$ cat src/rtl/pipeline_sequencer.sv
`timescale 1ns/1ps
// Stage controller for the four-stage core: warm-up delay, stage advance/enable,
// stall and error halts, single-instruction stepping and retired-instruction count.
//
// state  | meaning
// WARMUP | counting edges after reset until INITIAL_DELAY is reached
// RUN    | stages advance whenever not stalled/errored and step credit allows
// HALT   | stopped by error or stall timeout; only reset exits
module pipeline_sequencer #(
    parameter int INITIAL_DELAY = 0,
    parameter int STALL_TIMEOUT = 255
) (
    input  logic        clk,
    input  logic        reset_n,
    input  logic        stall_request,
    input  logic        error_in,
    input  logic        step_mode,
    input  logic        step_pulse,
    output logic        stage_enable,
    output logic [1:0]  current_stage,
    output logic [3:0]  stage_onehot,
    output logic        wb_commit,
    output logic        halted,
    output logic        stall_timeout_error,
    output logic [31:0] retired_count
);

    localparam logic [1:0] WARMUP = 2'd0;
    localparam logic [1:0] RUN    = 2'd1;
    localparam logic [1:0] HALT   = 2'd2;

    localparam logic [31:0] DELAY_L  = 32'(INITIAL_DELAY);
    localparam logic [16:0] TMO_L    = 17'(STALL_TIMEOUT);
    localparam logic        TMO_EN   = (STALL_TIMEOUT != 0);

    logic [1:0]  state_q, state_d;
    logic [1:0]  stage_q, stage_d;
    logic [31:0] warm_q, warm_d;
    logic [15:0] stall_cnt_q, stall_cnt_d;
    logic [2:0]  credit_q, credit_d;
    logic        pulse_q, mode_q;
    logic        halted_q, halted_d;
    logic        tmo_q, tmo_d;
    logic [31:0] retired_q, retired_d;

    logic        advance, commit;
    logic        pulse_rise, mode_rise, mode_fall;
    logic [1:0]  neg_stage;

    always_comb begin
        pulse_rise = step_pulse & ~pulse_q;
        mode_rise  = step_mode & ~mode_q;
        mode_fall  = ~step_mode & mode_q;
        neg_stage  = 2'd0 - stage_q;

        advance = (state_q == RUN) & ~stall_request & ~error_in &
                  (~step_mode | (credit_q != 3'd0));
        commit  = advance & (stage_q == 2'd3);

        state_d     = state_q;
        stage_d     = stage_q;
        warm_d      = warm_q;
        stall_cnt_d = stall_cnt_q;
        credit_d    = credit_q;
        halted_d    = halted_q;
        tmo_d       = tmo_q;
        retired_d   = retired_q;

        case (state_q)
            WARMUP: begin
                warm_d = warm_q + 32'd1;
                if (warm_q == DELAY_L) state_d = RUN;
            end
            RUN: begin
                if (error_in) begin
                    state_d  = HALT;
                    halted_d = 1'b1;
                end else if (stall_request) begin
                    stall_cnt_d = stall_cnt_q + 16'd1;
                    if (TMO_EN && (({1'b0, stall_cnt_q} + 17'd1) == TMO_L)) begin
                        state_d  = HALT;
                        halted_d = 1'b1;
                        tmo_d    = 1'b1;
                    end
                end else begin
                    stall_cnt_d = 16'd0;
                end
            end
            HALT:    state_d = HALT;
            default: state_d = HALT;
        endcase

        if (advance) stage_d = stage_q + 2'd1;
        if (commit) retired_d = retired_q + 32'd1;

        // Entering step mode finishes the in-flight instruction at the IF boundary.
        if (mode_rise) begin
            credit_d = {1'b0, neg_stage};
        end else if (mode_fall) begin
            credit_d = 3'd0;
        end else if (pulse_rise && (credit_q == 3'd0)) begin
            credit_d = 3'd4;
        end else if (advance && step_mode && (credit_q != 3'd0)) begin
            credit_d = credit_q - 3'd1;
        end
    end

    always_ff @(posedge clk or negedge reset_n) begin
        if (!reset_n) begin
            state_q     <= WARMUP;
            stage_q     <= 2'd0;
            warm_q      <= 32'd0;
            stall_cnt_q <= 16'd0;
            credit_q    <= 3'd0;
            pulse_q     <= 1'b0;
            mode_q      <= 1'b0;
            halted_q    <= 1'b0;
            tmo_q       <= 1'b0;
            retired_q   <= 32'd0;
        end else begin
            state_q     <= state_d;
            stage_q     <= stage_d;
            warm_q      <= warm_d;
            stall_cnt_q <= stall_cnt_d;
            credit_q    <= credit_d;
            pulse_q     <= step_pulse;
            mode_q      <= step_mode;
            halted_q    <= halted_d;
            tmo_q       <= tmo_d;
            retired_q   <= retired_d;
        end
    end

    assign stage_enable        = advance;
    assign wb_commit           = commit;
    assign current_stage       = stage_q;
    assign stage_onehot        = 4'b0001 << stage_q;
    assign halted              = halted_q;
    assign stall_timeout_error = tmo_q;
    assign retired_count       = retired_q;

endmodule

$ cat config.mk
export PLATFORM = sky130hd
export DESIGN_NAME = pipeline_sequencer
export DESIGN_NICKNAME = d
export VERILOG_FILES = /design/src/rtl/pipeline_sequencer.sv
export SDC_FILE = /design/constraint.sdc
export NUM_CORES = 1
export LEC_CHECK = 0
export ABC_CLOCK_PERIOD_IN_PS = 3500
export BUFFER_PORTS_ARGS = -buffer_cell sky130_fd_sc_hd__buf_2
export CAP_MARGIN = 40
export CORE_MARGIN = 4
export CORE_UTILIZATION = 40
export CTS_BUF_LIST = sky130_fd_sc_hd__clkbuf_16
export CTS_CLUSTER_DIAMETER = 200
export CTS_CLUSTER_SIZE = 25
export DETAILED_ROUTE_END_ITERATION = 6
export PLACE_DENSITY = 0.61
export SLEW_MARGIN = 20
export SYNTH_ARGS = -nofsm -noshare
export SYNTH_HDL_FRONTEND = slang
export SYNTH_SLANG_ARGS = --single-unit
$ cat constraint.sdc
create_clock -name clk -period 3.5 [get_ports clk]
set_clock_uncertainty 0.2 [all_clocks]
set_input_delay 0.525 -clock clk [delete_from_list [all_inputs] [get_ports clk]]
set_output_delay 0.525 -clock clk [all_outputs]
set_load 0.05 [all_outputs]
==> qor.csv, run 1 <==
stage;metric;value;unit
clock_network;CTS Buf Count;9;
die;Initial Util;41.3;%
die;Die Width;114;um
route;Starting DRT DRC Count;222;
synth;sequential area share after synthesis;50.4;%
route;final WL;9430;um
critical_path;largest fanout on the critical path;6;
clock_network;H-tree Lvls;3;
synth;net count after synthesis;465;
final_layout;share of cells above drive strength 1;14.8;%
clock_network;CTS tree;yes;
power;Pleak;2.51;nW
route;met2 wire len;4300;um
synth;Synth Cell Area;4520;um2
power;peak supply drop;0.000278;V
job;maxcap violations;0;
route;DR vias;3381;
timing;final period utilization;74.6;%
route;metal3 WL;373;um
timing;unrepaired setup endpoints after global routing;false;
route;Via density;5.23;
final_layout;Core Util, Final;48.0;%
synth;Post-synth EDFFs;0;
synth;Mapped Cells;446;
placement;dpl hpwl;6540;um
clock_network;Setup Fix Bufs, Post-CTS;0;
global_route;GR Overflow Total;0;
final_layout;Layout area overhead;16.3;%
hold_path;hold endpoint;pulse_q;
timing;final hold violation count;0;
synth;Yosys Warn Count;0;
placement;Cell Area, Placed;4930;um2
die;Site Rows;38;
clock_network;post-CTS sizing;0;
timing;relative slew slack;54.8;%
synth;Netlist cell types;45;
die;DIE HEIGHT;114;um
synth;top-area cell type share of the netlist area;50.4;%
clock_network;Clk Latency, worst-skew pair;0.34;ns
critical_path;crit start category;register;
clock_network;clk sinks;91;
clock_network;cts hold-fix bufs;0;
timing;clock period minus worst slack;2.61;ns
critical_path;RR Endpoint;state_q[0];
synth;largest cells by area after synthesis;dfrtp_1, xnor2_1, nand2_1;
placement;RD Place Congestion;0.875;
synth;cell taking the most area after synthesis;dfrtp_1;
critical_path;FF-to-FF path depth;7;
run_status;status;complete, no violations;
route;wire length on met1;4580;um
route;DRT Pass-1 Iters;4;
route;# DRC;0;
critical_path;Worst R2R Setup Slack;0.89;ns
timing;Slew Viols, Final;0;
route;Top Metal Used;met4;
final_layout;Design Area, Final;5250;um2
hold_path;Hold Path Stages;1;
global_route;GRT Total Usage;15.3;%
clock_network;CTS root buf;clkbuf_16;
timing;max frequency;383;MHz
timing;setup TNS;0;ns
die;die area;13100;um2
route;remaining antenna violation count;0;
die;core area;10900;um2
critical_path;CP required;3.54;ns
synth;mean post-synth cell area;10.1;um2
clock_network;clock slew at reported path FFs;0.07;ns
synth;Post-synth top flop;dfrtp_1;
global_route;initial antenna violation count;0;
clock_network;CTS max path bufs;2;
placement;IO Port Bufs;47;
critical_path;reg2reg start;stall_cnt_q[1];
timing;worst-margin pin slew;0.677;ns
hold_path;hold crit path type;in -> reg;
critical_path;CP endpoint kind;register;
synth;Synth Register Bits;91;
global_route;pin count of the biggest net entering global routing;62;
die;IO Pins;48;
route;wire per inst;14.6;um
hold_path;min-delay src;step_pulse;
critical_path;CP arrival;2.65;ns
final_layout;Final nets;521;
power;pwr/cell area;405;nW/um2
global_route;first-pass GRT wire length;16100;um
timing;final setup fails;0;
critical_path;critical path class;reg -> reg;
global_route;number of global-route vias before repair;3363;
final_layout;diode count;0;
synth;ys async rst share;100;%
registers in the layout, summed over array words and instances, names as in the netlist:
name                 cells
retired_count           32
warm_q                  32
stall_cnt_q             16
credit_q                 3
current_stage            2
state_q                  2
halted                   1
mode_q                   1
pulse_q                  1
stall_timeout_error      1
worst max-delay path, cell delays in order, from the launching register on:
cell and delay (ns):
dfrtp_1 0.43, ha_1 0.26, nand4_1 0.26, nor3_1 0.53
nand2_1 0.11, a22oi_1 0.31, nand4_1 0.20, a21o_1 0.22
layout make-up:
cell class,count,area (um2)
tap,140,175
fill,1040,5690
multi-input combinational,331,2150
sequential,91,2280
clock inverter,7,60.1
inverter,16,60.1
clock buffer,9,225
timing repair buffer,53,305
layout by cell type, fill, tap and decap left out, types with 13 or more instances in the layout:
cell type / Yosys / final
buf_2: 1 / 46
dfrtp_1: 91 / 91
ha_1: 13 / 13
inv_1: 16 / 17
nand2_1: 65 / 65
nand3_1: 36 / 36
nand4_1: 13 / 13
nor2_1: 26 / 26
o21ai_0: 17 / 17
xnor2_1: 47 / 47
xor2_1: 18 / 18
logic make-up after synthesis:
group / count (synthesis) / synth area share [%]
XOR/XNOR: 65 / 12.6
flip-flops: 91 / 50.4
adder cells (fa/ha/maj): 13 / 3.60
buffers and inverters: 24 / 2.02
AND/OR/NAND/NOR: 201 / 23.7
AO/OA/AOI/OAI: 52 / 7.65
layer usage:
metal	GRT usage (%)	vias to the layer above
met1	20.8	1642
li1	-	1669
met5	0	-
met4	6.73	0
met2	24.2	59
met3	2.54	11
synth_stat cells, drive strengths merged (3+ instances only):
cell / n
ha: 13
and4: 4
nor3: 11
a211oi: 3
dfrtp: 91
nor4: 13
xor2: 18
xnor2: 47
or3: 3
o21ai: 17
nand2: 65
and3: 12
nand3: 37
a21oi: 8
nand4: 13
nor2b: 3
nor3b: 3
nor2: 26
o31ai: 8
a21o: 5
clkbuf: 7
inv: 16
how the worst max path moves through the flow:
stage	startpoint	to	cells past startpoint
finish	stall_cnt_q[1]	state_q[0]	7
global route	stall_cnt_q[0]	state_q[0]	7
CTS	stall_cnt_q[0]	state_q[0]	7
detailed placement	stall_request	retired_count[27]	7
global placement	stall_request	retired_count[30]	7
floorplan	current_stage[0]	retired_count[24]	7
report_power, final:
group,internal (mW),switching [mW],total [mW],leakage (nW)
clock network,0.545,0.410,0.955,0.145
logic,0.0370,0.0614,0.0984,1.12
registers,1.07,0.00744,1.07,1.25
per-stage QoR:
stage          worst slack (ns)  power (mW)  cells  hold WS [ns]
6_report                  0.889        2.13    647         0.113
5_1_grt                   0.628        2.20    647         0.109
4_1_cts                   0.902        2.14    645        0.0984
3_5_place_dp              0.800        1.19    629         0.255
3_3_place_gp              0.855        1.18    629         0.254
2_1_floorplan             0.622        1.15    446        0.0294
Power figures use the tool's default switching activity.
==> run 2, diff against run 1 <==
ABC_AREA = 1   (was not set)
ABC_CLOCK_PERIOD_IN_PS = 2250   (was 3500)
PLACE_DENSITY = 0.63   (was 0.61)
clock period = 2.25 ns   (was 3.5 ns; I/O delays follow)
==> run 2 against run 1 <==
  * Combinational power increased by 70%
  * Critical path type is now reg -> out
  * Clock power rose by 65%
  * First-iteration DRC count grew 9.0%
  * Synthesized cell count grew 39%
  * Area after synthesis rose by 13%
  * Final area rose by 17%
  * Register-to-register slack worse by 0.76 ns
  * Worst hold slack gained 0.0069 ns
  * Setup slack got worse by 0.80 ns
==> qor.csv, run 2 <==
stage;metric;value;unit;change
clock_network;H-tree Lvls;3;;unchanged
synth;Synth Cell Area;5080;um2;was 4520 um2
critical_path;largest fanout on the critical path;6;;unchanged
die;Initial Util;41.6;%;was 41.3%
timing;final period utilization;96.2;%;
power;peak supply drop;0.000324;V;was 0.000278 V
route;wire per inst;13.5;um;was 14.6 um
synth;Post-synth top flop;dfrtp_1;;unchanged
timing;final setup fails;0;;unchanged
critical_path;CP endpoint kind;primary output;;was register
final_layout;Layout area overhead;20.5;%;was 16.3%
clock_network;Clk Latency, worst-skew pair;0.35;ns;was 0.34 ns
power;pwr/cell area;558;nW/um2;was 405 nW/um2
timing;relative slew slack;52.1;%;was 54.8%
die;die area;14600;um2;was 13,100 um2
placement;RD Place Congestion;0.912;;was 0.875
route;DRT Pass-1 Iters;7;;was 4
clock_network;clock slew at reported path FFs;0.06;ns;was 0.07 ns
placement;Post-Place Setup Slack;0.0590;ns;was 0.800 ns
synth;largest cells by area after synthesis;dfrtp_1, nand2_1, xor2_1;;was dfrtp_1, xnor2_1, nand2_1
final_layout;diode count;0;;unchanged
synth;net count after synthesis;641;;was 465
hold_path;hold endpoint;halted;;was pulse_q
job;maxcap violations;0;;unchanged
global_route;GR Overflow Total;0;;unchanged
timing;Hold WS;0.120;ns;was 0.113 ns
route;# DRC;0;;unchanged
timing;final hold violation count;0;;unchanged
placement;IO Port Bufs;47;;unchanged
critical_path;Worst R2R Setup Slack;0.13;ns;was 0.89 ns
global_route;pin count of the biggest net entering global routing;44;;was 62
global_route;initial antenna violation count;0;;unchanged
global_route;M3 GR Usage;2.90;%;was 2.54%
die;core area;12200;um2;was 10,900 um2
critical_path;CP required;1.71;ns;was 3.54 ns
synth;sequential area share after synthesis;44.8;%;was 50.4%
route;final WL;11800;um;was 9430 um
critical_path;RR Endpoint;retired_count[25];;was state_q[0]
hold_path;min-delay src;error_in;;was step_pulse
final_layout;Design Area, Final;6120;um2;was 5250 um2
timing;Slew Viols, Final;0;;unchanged
global_route;met1 track demand over resource;23.1;%;was 20.8%
final_layout;Final nets;722;;was 521
critical_path;FF-to-FF path depth;6;;was 7
synth;mean post-synth cell area;8.17;um2;was 10.1 um2
clock_network;CTS Buf Count;9;;unchanged
global_route;met2 usage;26.6;%;was 24.2%
critical_path;critical path class;reg -> out;;was reg -> reg
route;DR vias;4336;;was 3,381
placement;Placed Cells;846;;was 629
synth;ys async rst share;100;%;unchanged
synth;top post-synthesis cells by count;nand2_1, dfrtp_1, inv_1;;was dfrtp_1, nand2_1, xnor2_1
route;Starting DRT DRC Count;242;;was 222
critical_path;reg2reg start;retired_count[2];;was stall_cnt_q[1]
timing;max frequency;462;MHz;
route;Via density;4.95;;was 5.23
final_layout;final std cells w/o fill;876;;was 647
placement;dpl hpwl;8760;um;was 6540 um
hold_path;hold crit path type;in -> reg;;unchanged
global_route;first-pass GRT wire length;20000;um;was 16,100 um
clock_network;CTS tree;yes;;unchanged
clock_network;clk sinks;91;;unchanged
synth;Yosys Warn Count;0;;unchanged
timing;clock period minus worst slack;2.17;ns;
global_route;GRT Total Usage;16.9;%;was 15.3%
die;Site Rows;40;;was 38
final_layout;most common cell after layout, fill and taps aside;nand2_1;;was dfrtp_1
synth;Mapped Cells;622;;was 446
hold_path;Hold Path Stages;5;;was 1
global_route;number of global-route vias before repair;4316;;was 3,363
synth;Post-synth EDFFs;0;;unchanged
placement;Cell Area, Placed;5630;um2;was 4930 um2
synth;most frequent cell after synthesis;nand2_1;;was dfrtp_1
global_route;GR peak layer;met2;;unchanged
run_status;status;complete, no violations;;unchanged
die;IO Pins;48;;unchanged
power;Pleak;3.14;nW;was 2.51 nW
clock_network;CTS root buf;clkbuf_16;;unchanged
synth;cell taking the most area after synthesis;dfrtp_1;;unchanged
clock_network;CTS max path bufs;2;;unchanged
synth;top-area cell type share of the netlist area;44.8;%;was 50.4%
route;remaining antenna violation count;0;;unchanged
critical_path;CP arrival;1.63;ns;was 2.65 ns
synth;Synth Register Bits;91;;unchanged
timing;Worst Slack Setup Final;0.0846;ns;was 0.889 ns
die;DIE HEIGHT;121;um;was 114 um
die;Die Width;121;um;was 114 um
critical_path;crit start category;register;;unchanged
timing;worst-margin pin slew;0.713;ns;was 0.677 ns
final_layout;most frequent cells in the layout;nand2_1, inv_1, dfrtp_1;;was dfrtp_1, nand2_1, xnor2_1
synth;Netlist cell types;38;;was 45
final_layout;share of cells above drive strength 1;17.7;%;was 14.8%
## run 2: final cells by class
cell class	count	area [um2]
Inverter	95	357
Tap cell	168	210
Clock buffer	9	225
Fill cell	1197	6090
Timing Repair Buffer	73	465
Multi-Input combinational cell	433	2510
Sequential cell	91	2280
Clock inverter	7	78.8
## run 2: what timing repair did
action                                  in CTS  in global routing
gates resized for setup                      1                 25
buffers inserted                             0                 11
pin swaps                                    0                  5
hold buffers                                 3                  0
endpoints found under the setup margin       1                 19
hold endpoints to repair                    34                  0
## run 2: per-layer routing
layer  share of wire [%]  up-vias  wire [um]
li1                    -     2152          -
met1                  47     2045       5560
met2                  47      122       5580
met3                 4.2       17        495
met4                 1.7        0        199
met5                   0        -          0
## run 2: stage by stage
stage          setup TNS [ns]  util [%]  total power, mW
4_1_cts                     0      48.8             3.45
6_report                    0      50.1             3.42
2_1_floorplan               0         -             1.78
3_3_place_gp                0      46.1             1.84
5_1_grt               -0.0626      50.1             3.55
3_5_place_dp                0      46.1             1.85
## run 2: where the power goes
part	internal [mW]	switching, mW	total, mW
clock	0.954	0.623	1.58
sequential	1.66	0.0141	1.67
combinational	0.0616	0.105	0.167
## run 2: worst max-delay path by stage
stage | startpoint | end | slack (ns) | depth (start not counted)
floorplan | retired_count[1] | retired_count[22] | 0.009 | 10
global placement | stall_cnt_q[1] | state_q[0] | 0.14 | 12
detailed placement | stall_cnt_q[1] | state_q[0] | 0.06 | 12
CTS | state_q[1] | wb_commit | 0.01 | 6
global route | warm_q[0] | warm_q[20] | -0.02 | 7
finish | state_q[1] | wb_commit | 0.08 | 6
## run 2: cell families after synthesis
logic type / after synthesis / synth area share [%]
AOI/OAI and AO/OA: 38 / 4.11
xor gates and xnor gates: 60 / 10.3
adders and majority gates: 13 / 3.20
buffers and inverters: 98 / 7.26
DFF: 91 / 44.8
and+or+nand+nor: 322 / 30.3
## run 2: critical path, stage by stage (launching register included)
cell and delay, ns:
dfrtp_1 0.40, nor2_4 0.14, nand2_4 0.09, nor2_4 0.16
nand2_4 0.11, nor2_8 0.18, buf_6 0.19
==> run 3, diff against run 2 <==
--- a/constraint.sdc
+++ b/constraint.sdc
@@ -4,2 +4,2 @@
 set_output_delay 0.3375 -clock clk [all_outputs]
-set_load 0.05 [all_outputs]
+set_load 0.02 [all_outputs]
==> run 3 against run 2 <==
  * Core utilization down 0.19 points
  * Combinational power down 7%
  * Sequential cell count unchanged
  * Wire length down 4.7%
  * Via count down 2.0%
  * First-iteration DRC count up 1.7%
  * Register-to-register slack about the same
  * Setup slack better by 0.032 ns
  * Cell count up 0.34%
  * Fmax up 1.5%
  * Critical path type unchanged
  * Critical endpoint unchanged
  * Largest power group unchanged
  * Highest routed layer unchanged
==> qor.csv, run 3 (synthesis results as in run 2) <==
stage;metric;value;unit;change
clock_network;CTS max path bufs;2;;unchanged
placement;IO Port Bufs;47;;unchanged
timing;clock period minus worst slack;2.13;ns;was 2.17 ns
final_layout;most common cell after layout, fill and taps aside;nand2_1;;unchanged
global_route;number of global-route vias before repair;4260;;was 4,316
critical_path;FF-to-FF path depth;11;;was 6
placement;dpl hpwl;8520;um;was 8760 um
global_route;initial antenna violation count;0;;unchanged
timing;final period utilization;94.8;%;was 96.2%
final_layout;fill count;1213;;was 1,197
critical_path;Buf+Inv Stages, Crit Path;4;;was 1
power;Clock Power Share;42.9;%;was 46.1%
critical_path;WP depth;9;;was 6
clock_network;CTS Buf Count;9;;unchanged
hold_path;hold crit path type;in -> reg;;unchanged
critical_path;critical path's largest stage delay;0.39;ns;was 0.40 ns
timing;Slew Viols, Final;0;;unchanged
final_layout;share of cells above drive strength 1;17.4;%;was 17.7%
route;remaining antenna violation count;0;;unchanged
die;Site Rows;40;;unchanged
die;core area;12200;um2;unchanged
final_layout;Final nets;725;;was 722
clock_network;clk sinks;91;;unchanged
global_route;GR Overflow Total;0;;unchanged
timing;setup TNS;0;ns;unchanged
die;Initial Util;41.6;%;unchanged
power;Flop pwr share;52.3;%;was 49.0%
timing;worst-margin pin slew;0.651;ns;was 0.713 ns
final_layout;area of the multi-input gates;2500;um2;was 2510 um2
die;die area;14600;um2;unchanged
route;wire per inst;12.8;um;was 13.5 um
clock_network;Clk Latency, worst-skew pair;0.35;ns;about the same
hold_path;Hold Path Stages;5;;unchanged
final_layout;most frequent cells in the layout;nand2_1, inv_1, dfrtp_1;;unchanged
critical_path;CP max-delay cell;dfrtp_1;;unchanged
timing;final setup fails;0;;unchanged
critical_path;CP arrival;1.60;ns;was 1.63 ns
clock_network;H-tree Lvls;3;;unchanged
route;DR vias;4251;;was 4,336
critical_path;CP Cell Sequence;inv_2 -> ha_1 -> inv_1 -> nor2_2 -> nand2_2 -> nand2_4 -> nor2_8 -> buf_8 -> buf_4;;was nor2_4 -> nand2_4 -> nor2_4 -> nand2_4 -> nor2_8 -> buf_6
timing;final hold violation count;0;;unchanged
power;Sw Pwr;754;uW;was 742 uW
power;pwr/cell area;525;nW/um2;was 558 nW/um2
timing;unrepaired setup endpoints after global routing;true;;
job;maxcap violations;0;;unchanged
critical_path;crit start category;register;;unchanged
clock_network;CTS tree;yes;;unchanged
route;Via density;4.84;;was 4.95
final_layout;Layout area overhead;20.0;%;was 20.5%
route;# DRC;0;;unchanged
clock_network;clock slew at reported path FFs;0.07;ns;was 0.06 ns
critical_path;Crit path max-delay family;flip-flops;;was simple AND/OR/NAND/NOR gates
power;Pleak;3.13;nW;was 3.14 nW
die;DIE HEIGHT;121;um;unchanged
final_layout;area occupied by registers;2280;um2;about the same
global_route;GRT Total Usage;16.8;%;was 16.9%
power;Sw Share;23.5;%;was 21.7%
run_status;status;complete, no violations;;unchanged
timing;Hold WS;0.110;ns;was 0.120 ns
clock_network;CTS root buf;clkbuf_16;;unchanged
power;Combinational Power Share;4.8;%;was 4.9%
power;peak supply drop;0.000318;V;was 0.000324 V
critical_path;CP required;1.71;ns;about the same
power;Internal;2.45;mW;was 2.68 mW
route;DRT Pass-1 Iters;4;;was 7
final_layout;diode count;0;;unchanged
critical_path;CP endpoint kind;primary output;;unchanged
global_route;first-pass GRT wire length;19900;um;was 20,000 um
placement;RD Place Congestion;0.883;;was 0.912
route;final WL;11300;um;was 11,800 um
critical_path;largest fanout on the critical path;3;;was 6
route;Starting DRT DRC Count;246;;was 242
die;Die Width;121;um;unchanged
timing;max frequency;469;MHz;was 462 MHz
timing;relative slew slack;56.3;%;was 52.1%
critical_path;critical path class;reg -> out;;unchanged
global_route;pin count of the biggest net entering global routing;44;;unchanged
die;IO Pins;48;;unchanged
==> run 3: area by class of cell <==
cell class,count,area share (%)
tap,168,3.45
inverter,95,5.85
clock inverter,7,0.595
multi-input combinational,433,41.0
timing repair buffer,76,8.02
sequential,91,37.4
clock buffer,9,3.69
==> run 3: layer usage <==
| metal | vias up | routed length [um] | GRT usage [%] |
|---|---|---|---|
| met3 | 8 | 300 | 3.46 |
| met2 | 74 | 5310 | 26.4 |
| li1 | 2151 | - | - |
| met5 | - | 0 | 0 |
| met4 | 0 | 102 | 4.96 |
| met1 | 2018 | 5560 | 23.4 |
==> run 3: metrics by stage <==
stage | cells | cell area (um2) | power [mW] | setup WS [ns] | utilization [%]
after global routing | 879 | 6100 | 3.34 | -0.0205 | 49.9
final | 879 | 6100 | 3.20 | 0.117 | 49.9
after global placement | 849 | 5640 | 1.84 | 0.0624 | 46.2
after CTS | 873 | 5990 | 3.25 | 0.00740 | 49.0
after detailed placement | 849 | 5640 | 1.85 | 0.00933 | 46.2
after floorplan | 622 | 5080 | 1.78 | 0.177 | -
==> run 3: final timing paths <==
check                             from                 to  slack (ns)
setup / recovery           credit_q[0]          wb_commit        0.12
hold / removal                error_in             halted        0.11
setup reg to reg            state_q[0]  retired_count[25]        0.14
hold reg to reg                 halted             halted        0.25
max in group asynchronous      reset_n     stall_cnt_q[2]        1.05
min in group asynchronous      reset_n   current_stage[0]        0.25
==> run 3: timing repair <==
| action | in CTS | in global routing |
|---|---|---|
| resized for setup | 5 | 21 |
| endpoints found under the hold margin | 26 | 0 |
| pin swaps | 3 | 8 |
| endpoints found under the setup margin | 1 | 19 |
| hold buffers | 3 | 0 |
| buffers inserted | 5 | 6 |
==> run 3: power groups by stage <==
| stage | registers (mW) | clock network (mW) | logic, mW |
|---|---|---|---|
| 2_1_floorplan | 1.70 | 0 | 0.0828 |
| 3_5_place_dp | 1.70 | 0 | 0.150 |
| 5_1_grt | 1.68 | 1.48 | 0.189 |
| 4_1_cts | 1.67 | 1.42 | 0.158 |
| 6_report | 1.67 | 1.37 | 0.155 |
| 3_3_place_gp | 1.70 | 0 | 0.142 |
==> run 3: worst min-delay path, cell delays in order <==
cell and delay [ns]:
buf_2 0.07, inv_1 0.06, nand2_1 0.07, nand2_1 0.04, nand2_1 0.04
